==> src/rtl/fifo_wr_arbiter_if.sv <==
// fifo_wr_arbiter_if: requester, read-pointer and memory-write signals of the FIFO write side
interface fifo_wr_arbiter_if #(
  parameter int NUM_REQ    = 4,
  parameter int DATA_WIDTH = 8,
  parameter int PTR_WIDTH  = 8
);
  logic [NUM_REQ-1:0]            req;
  logic [NUM_REQ*DATA_WIDTH-1:0] req_data;
  logic [PTR_WIDTH:0]            rptr_gray_sync;
  logic [NUM_REQ-1:0]            gnt;
  logic                          w_en;
  logic [DATA_WIDTH-1:0]         wdata;
  logic [PTR_WIDTH-1:0]          b_wptr;
  logic [PTR_WIDTH:0]            wptr_gray;
  logic                          full;
  logic                          half_full;
  logic [PTR_WIDTH:0]            occupancy;
  modport master (
    output req, req_data, rptr_gray_sync,
    input  gnt, w_en, wdata, b_wptr, wptr_gray, full, half_full, occupancy
  );
  modport slave (
    input  req, req_data, rptr_gray_sync,
    output gnt, w_en, wdata, b_wptr, wptr_gray, full, half_full, occupancy
  );
endinterface

==> src/rtl/fifo_wr_arbiter.sv <==
// fifo_wr_arbiter: round-robin burst arbiter sharing the FIFO write port, plus write pointer and full/occupancy flags
module fifo_wr_arbiter #(
  parameter int NUM_REQ    = 4,
  parameter int DATA_WIDTH = 8,
  parameter int PTR_WIDTH  = 8,
  parameter int MAX_BURST  = 4
) (
  input logic              wclk,
  input logic              wrst_n,
  fifo_wr_arbiter_if.slave bus
);
  localparam int IW = (NUM_REQ > 1) ? $clog2(NUM_REQ) : 1;
  localparam int CW = $clog2(MAX_BURST + 1);
  localparam logic [PTR_WIDTH:0] HALF = (PTR_WIDTH + 1)'(1) << (PTR_WIDTH - 1);

  typedef enum logic {IDLE, BURST} state_t;

  state_t                r_state, w_state_nxt;
  logic [IW-1:0]         r_last, w_last_nxt, w_rr_idx, w_idx, w_cand;
  logic [CW-1:0]         r_cnt, w_cnt_nxt;
  logic                  w_rr_hit, w_grant, w_full_nxt;
  logic                  r_w_en, r_full, r_half;
  logic [DATA_WIDTH-1:0] r_wdata, w_data;
  logic [PTR_WIDTH-1:0]  r_b_wptr;
  logic [PTR_WIDTH:0]    r_wbin, r_wgray, r_occ, w_wbin_nxt, w_wgray_nxt, w_rbin, w_occ_nxt;

  // scan from farthest to nearest so the nearest asserted requester after r_last wins
  always_comb begin
    w_rr_hit = 1'b0;
    w_rr_idx = r_last;
    w_cand   = '0;
    for (int i = NUM_REQ; i >= 1; i--) begin
      w_cand = IW'((int'(r_last) + i) % NUM_REQ);
      if (bus.req[w_cand]) begin
        w_rr_hit = 1'b1;
        w_rr_idx = w_cand;
      end
    end
  end

  // in BURST the owner is always r_last, so one pointer serves both roles
  always_comb begin
    w_state_nxt = r_state;
    w_last_nxt  = r_last;
    w_cnt_nxt   = r_cnt;
    w_grant     = 1'b0;
    w_idx       = r_last;
    if (wrst_n && !r_full) begin
      if (r_state == BURST && bus.req[r_last] && r_cnt < CW'(MAX_BURST)) begin
        w_grant   = 1'b1;
        w_cnt_nxt = r_cnt + 1'b1;
      end else if (w_rr_hit) begin
        w_grant     = 1'b1;
        w_idx       = w_rr_idx;
        w_last_nxt  = w_rr_idx;
        w_cnt_nxt   = CW'(1);
        w_state_nxt = BURST;
      end else begin
        w_state_nxt = IDLE;
      end
    end
  end

  always_comb begin
    w_data = '0;
    for (int i = 0; i < NUM_REQ; i++)
      if (w_idx == IW'(i)) w_data = bus.req_data[i*DATA_WIDTH +: DATA_WIDTH];
  end

  always_comb begin
    w_rbin = '0;
    for (int i = 0; i <= PTR_WIDTH; i++) w_rbin[i] = ^(bus.rptr_gray_sync >> i);
  end

  assign w_wbin_nxt  = r_wbin + (PTR_WIDTH + 1)'(w_grant);
  assign w_wgray_nxt = w_wbin_nxt ^ (w_wbin_nxt >> 1);
  assign w_occ_nxt   = w_wbin_nxt - w_rbin;
  assign w_full_nxt  = w_wgray_nxt == {~bus.rptr_gray_sync[PTR_WIDTH -: 2], bus.rptr_gray_sync[PTR_WIDTH-2:0]};

  always_ff @(posedge wclk) begin
    if (!wrst_n) begin
      r_state <= IDLE;
      r_last  <= IW'(NUM_REQ - 1);
      r_cnt   <= '0;
    end else begin
      r_state <= w_state_nxt;
      r_last  <= w_last_nxt;
      r_cnt   <= w_cnt_nxt;
    end
  end

  always_ff @(posedge wclk) begin
    if (!wrst_n) begin
      r_w_en   <= 1'b0;
      r_wdata  <= '0;
      r_b_wptr <= '0;
      r_wbin   <= '0;
      r_wgray  <= '0;
      r_full   <= 1'b0;
      r_half   <= 1'b0;
      r_occ    <= '0;
    end else begin
      r_w_en <= w_grant;
      if (w_grant) begin
        r_wdata  <= w_data;
        r_b_wptr <= r_wbin[PTR_WIDTH-1:0];
      end
      r_wbin  <= w_wbin_nxt;
      r_wgray <= w_wgray_nxt;
      r_full  <= w_full_nxt;
      r_half  <= w_occ_nxt >= HALF;
      r_occ   <= w_occ_nxt;
    end
  end

  assign bus.gnt       = w_grant ? NUM_REQ'(1) << w_idx : '0;
  assign bus.w_en      = r_w_en;
  assign bus.wdata     = r_wdata;
  assign bus.b_wptr    = r_b_wptr;
  assign bus.wptr_gray = r_wgray;
  assign bus.full      = r_full;
  assign bus.half_full = r_half;
  assign bus.occupancy = r_occ;
endmodule

==> src/flat_wrapper.sv <==
// flat-port wrapper written by rule: the top's interface ports become plain ports
module fifo_wr_arbiter_flat 
#(
  parameter int NUM_REQ    = 4,
  parameter int DATA_WIDTH = 8,
  parameter int PTR_WIDTH  = 8,
  parameter int MAX_BURST  = 4
)
  (wclk, wrst_n, bus_req, bus_req_data, bus_rptr_gray_sync, bus_gnt, bus_w_en, bus_wdata, bus_b_wptr, bus_wptr_gray, bus_full, bus_half_full, bus_occupancy);
  fifo_wr_arbiter_if #(.NUM_REQ(NUM_REQ), .DATA_WIDTH(DATA_WIDTH), .PTR_WIDTH(PTR_WIDTH)) bus_i ();
  input logic wclk;
  input logic wrst_n;
  input wire logic [$bits(bus_i.req)-1:0] bus_req;
  input wire logic [$bits(bus_i.req_data)-1:0] bus_req_data;
  input wire logic [$bits(bus_i.rptr_gray_sync)-1:0] bus_rptr_gray_sync;
  output wire logic [$bits(bus_i.gnt)-1:0] bus_gnt;
  output wire logic [$bits(bus_i.w_en)-1:0] bus_w_en;
  output wire logic [$bits(bus_i.wdata)-1:0] bus_wdata;
  output wire logic [$bits(bus_i.b_wptr)-1:0] bus_b_wptr;
  output wire logic [$bits(bus_i.wptr_gray)-1:0] bus_wptr_gray;
  output wire logic [$bits(bus_i.full)-1:0] bus_full;
  output wire logic [$bits(bus_i.half_full)-1:0] bus_half_full;
  output wire logic [$bits(bus_i.occupancy)-1:0] bus_occupancy;
  assign bus_i.req = bus_req;
  assign bus_i.req_data = bus_req_data;
  assign bus_i.rptr_gray_sync = bus_rptr_gray_sync;
  assign bus_gnt = bus_i.gnt;
  assign bus_w_en = bus_i.w_en;
  assign bus_wdata = bus_i.wdata;
  assign bus_b_wptr = bus_i.b_wptr;
  assign bus_wptr_gray = bus_i.wptr_gray;
  assign bus_full = bus_i.full;
  assign bus_half_full = bus_i.half_full;
  assign bus_occupancy = bus_i.occupancy;
  fifo_wr_arbiter #(.NUM_REQ(NUM_REQ), .DATA_WIDTH(DATA_WIDTH), .PTR_WIDTH(PTR_WIDTH), .MAX_BURST(MAX_BURST)) u_core (.wclk(wclk), .wrst_n(wrst_n), .bus(bus_i));
endmodule
==> config.mk <==
export PLATFORM = sky130hd
export DESIGN_NAME = fifo_wr_arbiter_flat
export DESIGN_NICKNAME = d
export VERILOG_FILES = /design/src/rtl/fifo_wr_arbiter_if.sv /design/src/rtl/fifo_wr_arbiter.sv /design/src/flat_wrapper.sv
export SDC_FILE = /design/constraint.sdc
export NUM_CORES = 1
export LEC_CHECK = 0
export ABC_AREA = 1
export ABC_CLOCK_PERIOD_IN_PS = 5350
export BUFFER_PORTS_ARGS = -buffer_cell sky130_fd_sc_hd__clkbuf_2
export CAP_MARGIN = 20
export CORE_MARGIN = 2
export CORE_UTILIZATION = 56
export CTS_CLUSTER_DIAMETER = 40
export DETAILED_ROUTE_END_ITERATION = 7
export PLACE_DENSITY = 0.84
export SLEW_MARGIN = 20
export SYNTH_ARGS = -nofsm -noshare
export SYNTH_HDL_FRONTEND = slang
export SYNTH_SLANG_ARGS = --single-unit
==> constraint.sdc <==
create_clock -name wclk -period 5.35 [get_ports wclk]
set_clock_uncertainty 0.05 [all_clocks]
set_input_delay 0.8025 -clock wclk [delete_from_list [all_inputs] [get_ports wclk]]
set_output_delay 0.8025 -clock wclk [all_outputs]
set_load 0.02 [all_outputs]
# After elaboration in Yosys (flattened, before gate mapping)
# Cells that the tools add are included.
[totals]
regBits = 52
in_bits = 47
output_inout_bits = 41
wordCells = 81
[op_classes]
addsub = 7
magnitude_cmp = 7
n_eq_ne = 4
shift = 1
mux = 31
bitwise_logic = 3
n_reduce_logical = 17
[op_table]
columns = ["cell", "count"]
rows = [
  ["$reduce_xor 9->1", 9],
  ["$mux 8", 4],
  ["$lt 2x3->1 const B", 5],
  ["$mux 2", 7],
  ["$mux 1", 12],
  ["$bmux 1 s2", 5],
  ["$add 9x1->9", 1],
  ["$eq 9x9->1", 1],
  ["$ge 9x8->1 const B", 1],
  ["$sub 9x9->9", 1],
  ["$xor 9x8->9", 1],
  ["$mux 3", 2],
  ["$add 2x1->2 const B", 2],
  ["$add 2x2->2 const B", 2],
  ["$eq 2x2->1 const B", 2],
  ["$mux 4", 1],
  ["$reduce_and 2->1", 2],
  ["$shl 1x2->4 const A", 1],
  ["$add 3x1->3 const B", 1],
  ["$logic_and 1x1->1", 3],
  ["$lt 3x3->1 const B", 1],
  ["$eq 2x1->1 const B", 1],
  ["$logic_not 2->1", 1],
  ["$not 2->2", 1],
  ["other kinds (3)", 3],
]

# Logic depth before layout (Yosys ltp)
[depth]
ltp_word = 15
ltp_mapped = 26
mapped_depth_nobuf = 25

# Least setup slack after synthesis
# No wires, ideal clock.
[synth_path]
path_type = "input-to-reg"
start = "input port wrst_n"
end = "register u_core.r_half, in the netlist u_core.bus.half_full"
setup_time_ps = 115
arrival_time_ps = 3421
required_time_ps = 5185
setup_slack_ps = 1764
cell_stages = 22
n_path_buf = 1
path_cell_list = "inv_1 > nor2_1 > inv_1 > nor2_4 > buf_4 > ha_1 > ha_1 > inv_1 > nand2_1 > and2_0 > inv_1 > ha_1 > nand2_1 > nor2_1 > a211oi_1 > inv_1 > nand3_1 > nand2_1 > nand3_1 > nand3_1 > nand3_1 > nand2_1"
[synth_between]
elab_chain_cells = 5
[synth_lines]
columns = ["element", "line_no", "source"]
rows = [
  ["from (decl)", "flat_wrapper.sv:12", "input logic wrst_n;"],
  ["$logic_and 1x1->1", "fifo_wr_arbiter.sv:48", "if (wrst_n && !r_full) begin"],
  ["$mux 1", "fifo_wr_arbiter.sv:48", ""],
  ["via u_core.w_grant", "fifo_wr_arbiter.sv:21", "logic w_rr_hit, w_grant, w_full_nxt;"],
  ["$add 9x1->9", "fifo_wr_arbiter.sv:75", "assign w_wbin_nxt = r_wbin + (PTR_WIDTH + 1)'(w_grant);"],
  ["via u_core.w_wbin_nxt[2]", "fifo_wr_arbiter.sv:25", "logic [PTR_WIDTH:0] r_wbin, r_wgray, r_occ, w_wbin_nxt, w_wgray_nxt, w_rbin, w_occ_nxt;"],
  ["$sub 9x9->9", "fifo_wr_arbiter.sv:77", "assign w_occ_nxt = w_wbin_nxt - w_rbin;"],
  ["$ge 9x8->1", "fifo_wr_arbiter.sv:111", "r_half <= w_occ_nxt >= HALF;"],
  ["to (signal assigned)", "fifo_wr_arbiter.sv:100", "r_half <= 1'b0;"],
  ["to (signal assigned)", "fifo_wr_arbiter.sv:111", ""],
  ["to (decl)", "fifo_wr_arbiter.sv:22", "logic r_w_en, r_full, r_half;"],
]
# The timed path passes the listed nets, and every way through them passes these cells.
# A chain may end at the register's enable or synchronous reset.

# Final worst setup path
[layout_path]
start = "input port wrst_n"
end = "register u_core.r_half, in the netlist u_core.bus.half_full"
[layout_between]
elab_chain_cells = 5
[layout_lines]
columns = ["element", "line_no"]
rows = [
  ["$logic_and 1x1->1", "fifo_wr_arbiter.sv:48"],
  ["$mux 1", "fifo_wr_arbiter.sv:48"],
  ["$add 9x1->9", "fifo_wr_arbiter.sv:75"],
  ["via u_core.w_wbin_nxt[2]", "fifo_wr_arbiter.sv:25"],
  ["$sub 9x9->9", "fifo_wr_arbiter.sv:77"],
  ["$ge 9x8->1", "fifo_wr_arbiter.sv:111"],
]
# The timed path passes the listed nets, and every way through them passes these cells.

==> impl_metrics.csv <==
group,metric,value,unit
outcome,outcome,"completed",
global_route,grt_overflow_total,0,
clock_network,insertion_delay,0.31,ns
sta,max_slew_margin,67.8,%
power_and_ir_drop,power_leakage,2.06,nW
place,detailed_place_hpwl,5970,um
global_route,grt_antenna_before_repair,0,
setup_path,critPathLaunch,"wrst_n",
setup_path,critical_path_class,"in -> reg",
sta,fin_crit_sh,67.7,%
setup_path,reg2reg_from,"u_core.r_last[0]$_SDFF_PN1_",
clock_network,cts_tree,"yes",
sta,grt_setup_unrepaired,"no",
power_and_ir_drop,power.ir.vdd_worst,0.179,mV
floorplan,die-height,81.4,um
clock_network,tritoncts_num_sinks,51,
route,route.antenna.remaining_nets,0,
clock_network,cts_post_setup_buffers_inserted,0,
sta,worstMarginPinSlew,0.481,ns
clock_network,cts_root_buf,"sky130_fd_sc_hd__clkbuf_8",
floorplan,io_pins,88,
floorplan,core_region_area,5850,um^2
setup_path,cp-end-kind,"flop",
global_route,grt_pass1_vias,2911,
global_route,total_grt_usage,23.4,%
clock_network,buffer_depth_of_the_longest_clock_path,2,
cells_and_area,layout.nets,637,
place,gp_congestion,0.979,
setup_path,critical_path_peak_fanout,12,
clock_network,hold_buffers,0,
clock_network,clk_pin_slew,0.09,ns
clock_network,postCtsResizedCells,0,
sta,min_tclk_post_route,3.62,ns
setup_path,worst_ep_arrival_time,3.78,ns
cells_and_area,multi_input_comb_area,1980,um^2
worst_hold_path,timing.hold.worst_endpoint,"u_core.bus.b_wptr[0]$_SDFFE_PN0P_",
floorplan,die-area,6630,um^2
cells_and_area,most_common_library_cell_in_the_layout_ignoring_fill_and_taps,"sky130_fd_sc_hd__nand2_1",
synth,ys.warnings.count,0,
place,post_dp_cell_area,3780,um^2
synth,ys_ff_latch,51,
synth,syn_inst,500,
synth,synth_area,3350,um^2
setup_path,reg2regPathDepth,22,
clock_network,cts_buffers,5,
synth,seq_area_frac_synth,30.4,%
cells_and_area,layout-drive-gt1-share,22.8,%
clock_network,htreeDepth,2,
synth,post_synth.cell_area_avg,6.71,um^2
route,drt-total-wl,7660,um
place,portBuffers,87,
floorplan,floorplan.die.width,81.4,um
setup_path,r2r_end,"u_core.bus.half_full$_SDFF_PN0_",
cells_and_area,fin_area,3860,um^2
setup_path,worstPathRequired,5.51,ns
power_and_ir_drop,power_density,328,nW/um^2
cells_and_area,fill_cell_instance_count_of_the_final_layout,534,
setup_path,reg2reg_slack,1.77,ns
route,detail_route.iter0.violations,145,
worst_hold_path,hold_start,"u_core.bus.b_wptr[0]$_SDFFE_PN0P_",
route,vias,3288,
route,wl_per_cell,11.7,um
synth,synthesis.nets,558,
route,drt_first_pass_iters,4,
global_route,grt_pass1_wl,12200,um
synth,yosys.cell_types.count,37,
setup_path,worstSetupStartpointType,"primary input",
sta,achievable-frequency,276,MHz
sta,timing.final.setup_violations,0,
cells_and_area,layout_overhead_on_the_synthesized_area,15.2,%
floorplan,rows,28,
worst_hold_path,min_delay_path_depth,2,
cells_and_area,final_cell_mix,"140 x sky130_fd_sc_hd__nand2_1, 87 x sky130_fd_sc_hd__clkbuf_2, 72 x sky130_fd_sc_hd__nor2_1",
sta,final_max_slew_viol_count,0,
job,maxcap_viol_count,0,
sta,timing.final.hold_violations,0,
cells_and_area,insertedDiodeCount,0,
cells_and_area,layout.area.seq,1020,um^2
worst_hold_path,timing.hold.worst.class,"reg -> reg",
place,placed_cells,647,
cells_and_area,instances_no_fill,655,
route,via_per_inst,5.02,
sta,setup_tns,0,ns
route,drc_errors,0,
floorplan,start_util,57.3,%
global_route,grt_start_max_net_pins,39,
logic make-up after synthesis:
kind of cell,after synthesis,synth area share (%)
xor+xnor,36,9.96
simple gates,287,38.4
flops,51,30.4
compound gates,35,6.38
fa+ha+maj,11,4.33
buf+inv,80,10.5
cells in the mapped netlist:
cell type                  instances  share of area (%)
sky130_fd_sc_hd__nor2_2            1               0.19
sky130_fd_sc_hd__buf_6             4                1.3
sky130_fd_sc_hd__nor3_2            1               0.30
sky130_fd_sc_hd__o21ai_4           1               0.49
sky130_fd_sc_hd__a211oi_1          6                1.3
sky130_fd_sc_hd__nand4_1           2               0.37
sky130_fd_sc_hd__nand3b_1          5                1.1
sky130_fd_sc_hd__fa_1              1               0.60
sky130_fd_sc_hd__and3_1            1               0.19
sky130_fd_sc_hd__a21oi_1          19                2.8
sky130_fd_sc_hd__o21ai_0           4               0.60
sky130_fd_sc_hd__inv_1            57                6.4
sky130_fd_sc_hd__nand3_4           2                1.0
sky130_fd_sc_hd__xor2_4            1               0.82
sky130_fd_sc_hd__nor2_4            4                1.3
sky130_fd_sc_hd__inv_2             6               0.67
sky130_fd_sc_hd__nand2_2          14                2.6
sky130_fd_sc_hd__or2_2             1               0.19
sky130_fd_sc_hd__nand3_2           3               0.90
sky130_fd_sc_hd__nor3_1            4               0.60
sky130_fd_sc_hd__buf_2             3               0.45
sky130_fd_sc_hd__clkbuf_1          5               0.56
sky130_fd_sc_hd__nand2_4           1               0.34
sky130_fd_sc_hd__and2_1            2               0.37
sky130_fd_sc_hd__dfxtp_1          51                 30
sky130_fd_sc_hd__a21oi_2           2               0.52
sky130_fd_sc_hd__a21boi_0          1               0.22
sky130_fd_sc_hd__xor2_1           17                4.4
sky130_fd_sc_hd__nand3_1          33                4.9
sky130_fd_sc_hd__and2_0            1               0.19
sky130_fd_sc_hd__nand2_1         140                 16
sky130_fd_sc_hd__ha_1             10                3.7
sky130_fd_sc_hd__xnor2_1          18                4.7
sky130_fd_sc_hd__nor2_1           72                8.1
sky130_fd_sc_hd__o21bai_1          1               0.22
sky130_fd_sc_hd__buf_4             5                1.1
sky130_fd_sc_hd__o21ai_1           1               0.15
sequential cells by signal, indices dropped and copies added, names as in the netlist:
register              count
u_core.r_cnt              3
u_core.r_wbin             8
u_core.bus.b_wptr         8
u_core.bus.half_full      1
u_core.bus.wptr_gray      9
u_core.bus.occupancy      9
u_core.bus.wdata          8
u_core.bus.w_en           1
u_core.r_state            1
u_core.bus.full           1
u_core.r_last             2
where the power goes:
part | internal, mW | switching, mW | total, mW
Combinational | 0.205 | 0.389 | 0.594
Clock | 0.0921 | 0.125 | 0.217
Sequential | 0.428 | 0.0278 | 0.456
Total | 0.725 | 0.542 | 1.27
how the worst max path moves through the flow:
stage	endpoint	slack, ns	cells past startpoint
floorplan	u_core.bus.half_full$_SDFF_PN0_	1.76	22
global placement	u_core.bus.half_full$_SDFF_PN0_	1.59	22
detailed placement	u_core.bus.half_full$_SDFF_PN0_	1.42	22
CTS	bus_gnt[0]	1.73	9
global route	u_core.bus.half_full$_SDFF_PN0_	1.31	23
finish	u_core.bus.half_full$_SDFF_PN0_	1.73	21
per-layer routing:
| layer | global-route usage [%] | wire (um) | up-vias |
|---|---|---|---|
| met5 | 0 | 0 | - |
| met4 | 7.12 | 86 | 0 |
| met3 | 4.44 | 493 | 7 |
| met2 | 44.2 | 3850 | 108 |
| met1 | 26.2 | 3230 | 1478 |
| li1 | - | - | 1695 |
critical path: stages:
cell	delay [ns]
sky130_fd_sc_hd__clkbuf_2	0.24
sky130_fd_sc_hd__inv_1	0.09
sky130_fd_sc_hd__nor2_1	0.26
sky130_fd_sc_hd__inv_1	0.16
sky130_fd_sc_hd__nor2_4	0.13
sky130_fd_sc_hd__ha_1	0.20
sky130_fd_sc_hd__ha_1	0.22
sky130_fd_sc_hd__inv_1	0.05
sky130_fd_sc_hd__nand2_1	0.05
sky130_fd_sc_hd__and2_0	0.25
sky130_fd_sc_hd__inv_1	0.07
sky130_fd_sc_hd__ha_1	0.33
sky130_fd_sc_hd__inv_1	0.07
sky130_fd_sc_hd__nor2_1	0.12
sky130_fd_sc_hd__inv_1	0.05
sky130_fd_sc_hd__o21ai_0	0.27
sky130_fd_sc_hd__nand2_1	0.13
sky130_fd_sc_hd__nand2_1	0.08
sky130_fd_sc_hd__nand2_1	0.05
sky130_fd_sc_hd__nand3_1	0.09
sky130_fd_sc_hd__nand2_1	0.06
metrics by stage:
step	utilization (%)	power (mW)	setup slack [ns]	hold slack (ns)
after floorplan	-	0.935	1.76	0.390
after detailed placement	64.6	1.05	1.42	0.403
after global placement	64.6	1.04	1.59	0.401
after global routing	66.0	1.36	1.31	0.424
after CTS	66.0	1.27	1.73	0.416
final	66.0	1.27	1.73	0.413
area by class of cell:
class | instances | area share [%]
multi-input cells | 369 | 51.3
inverters | 63 | 6.12
repair buffers | 89 | 11.7
clock inverters | 1 | 0.130
well taps | 75 | 2.43
clock buffers | 7 | 1.98
flip-flops and latches | 51 | 26.4
Power figures use the tool's default switching activity.
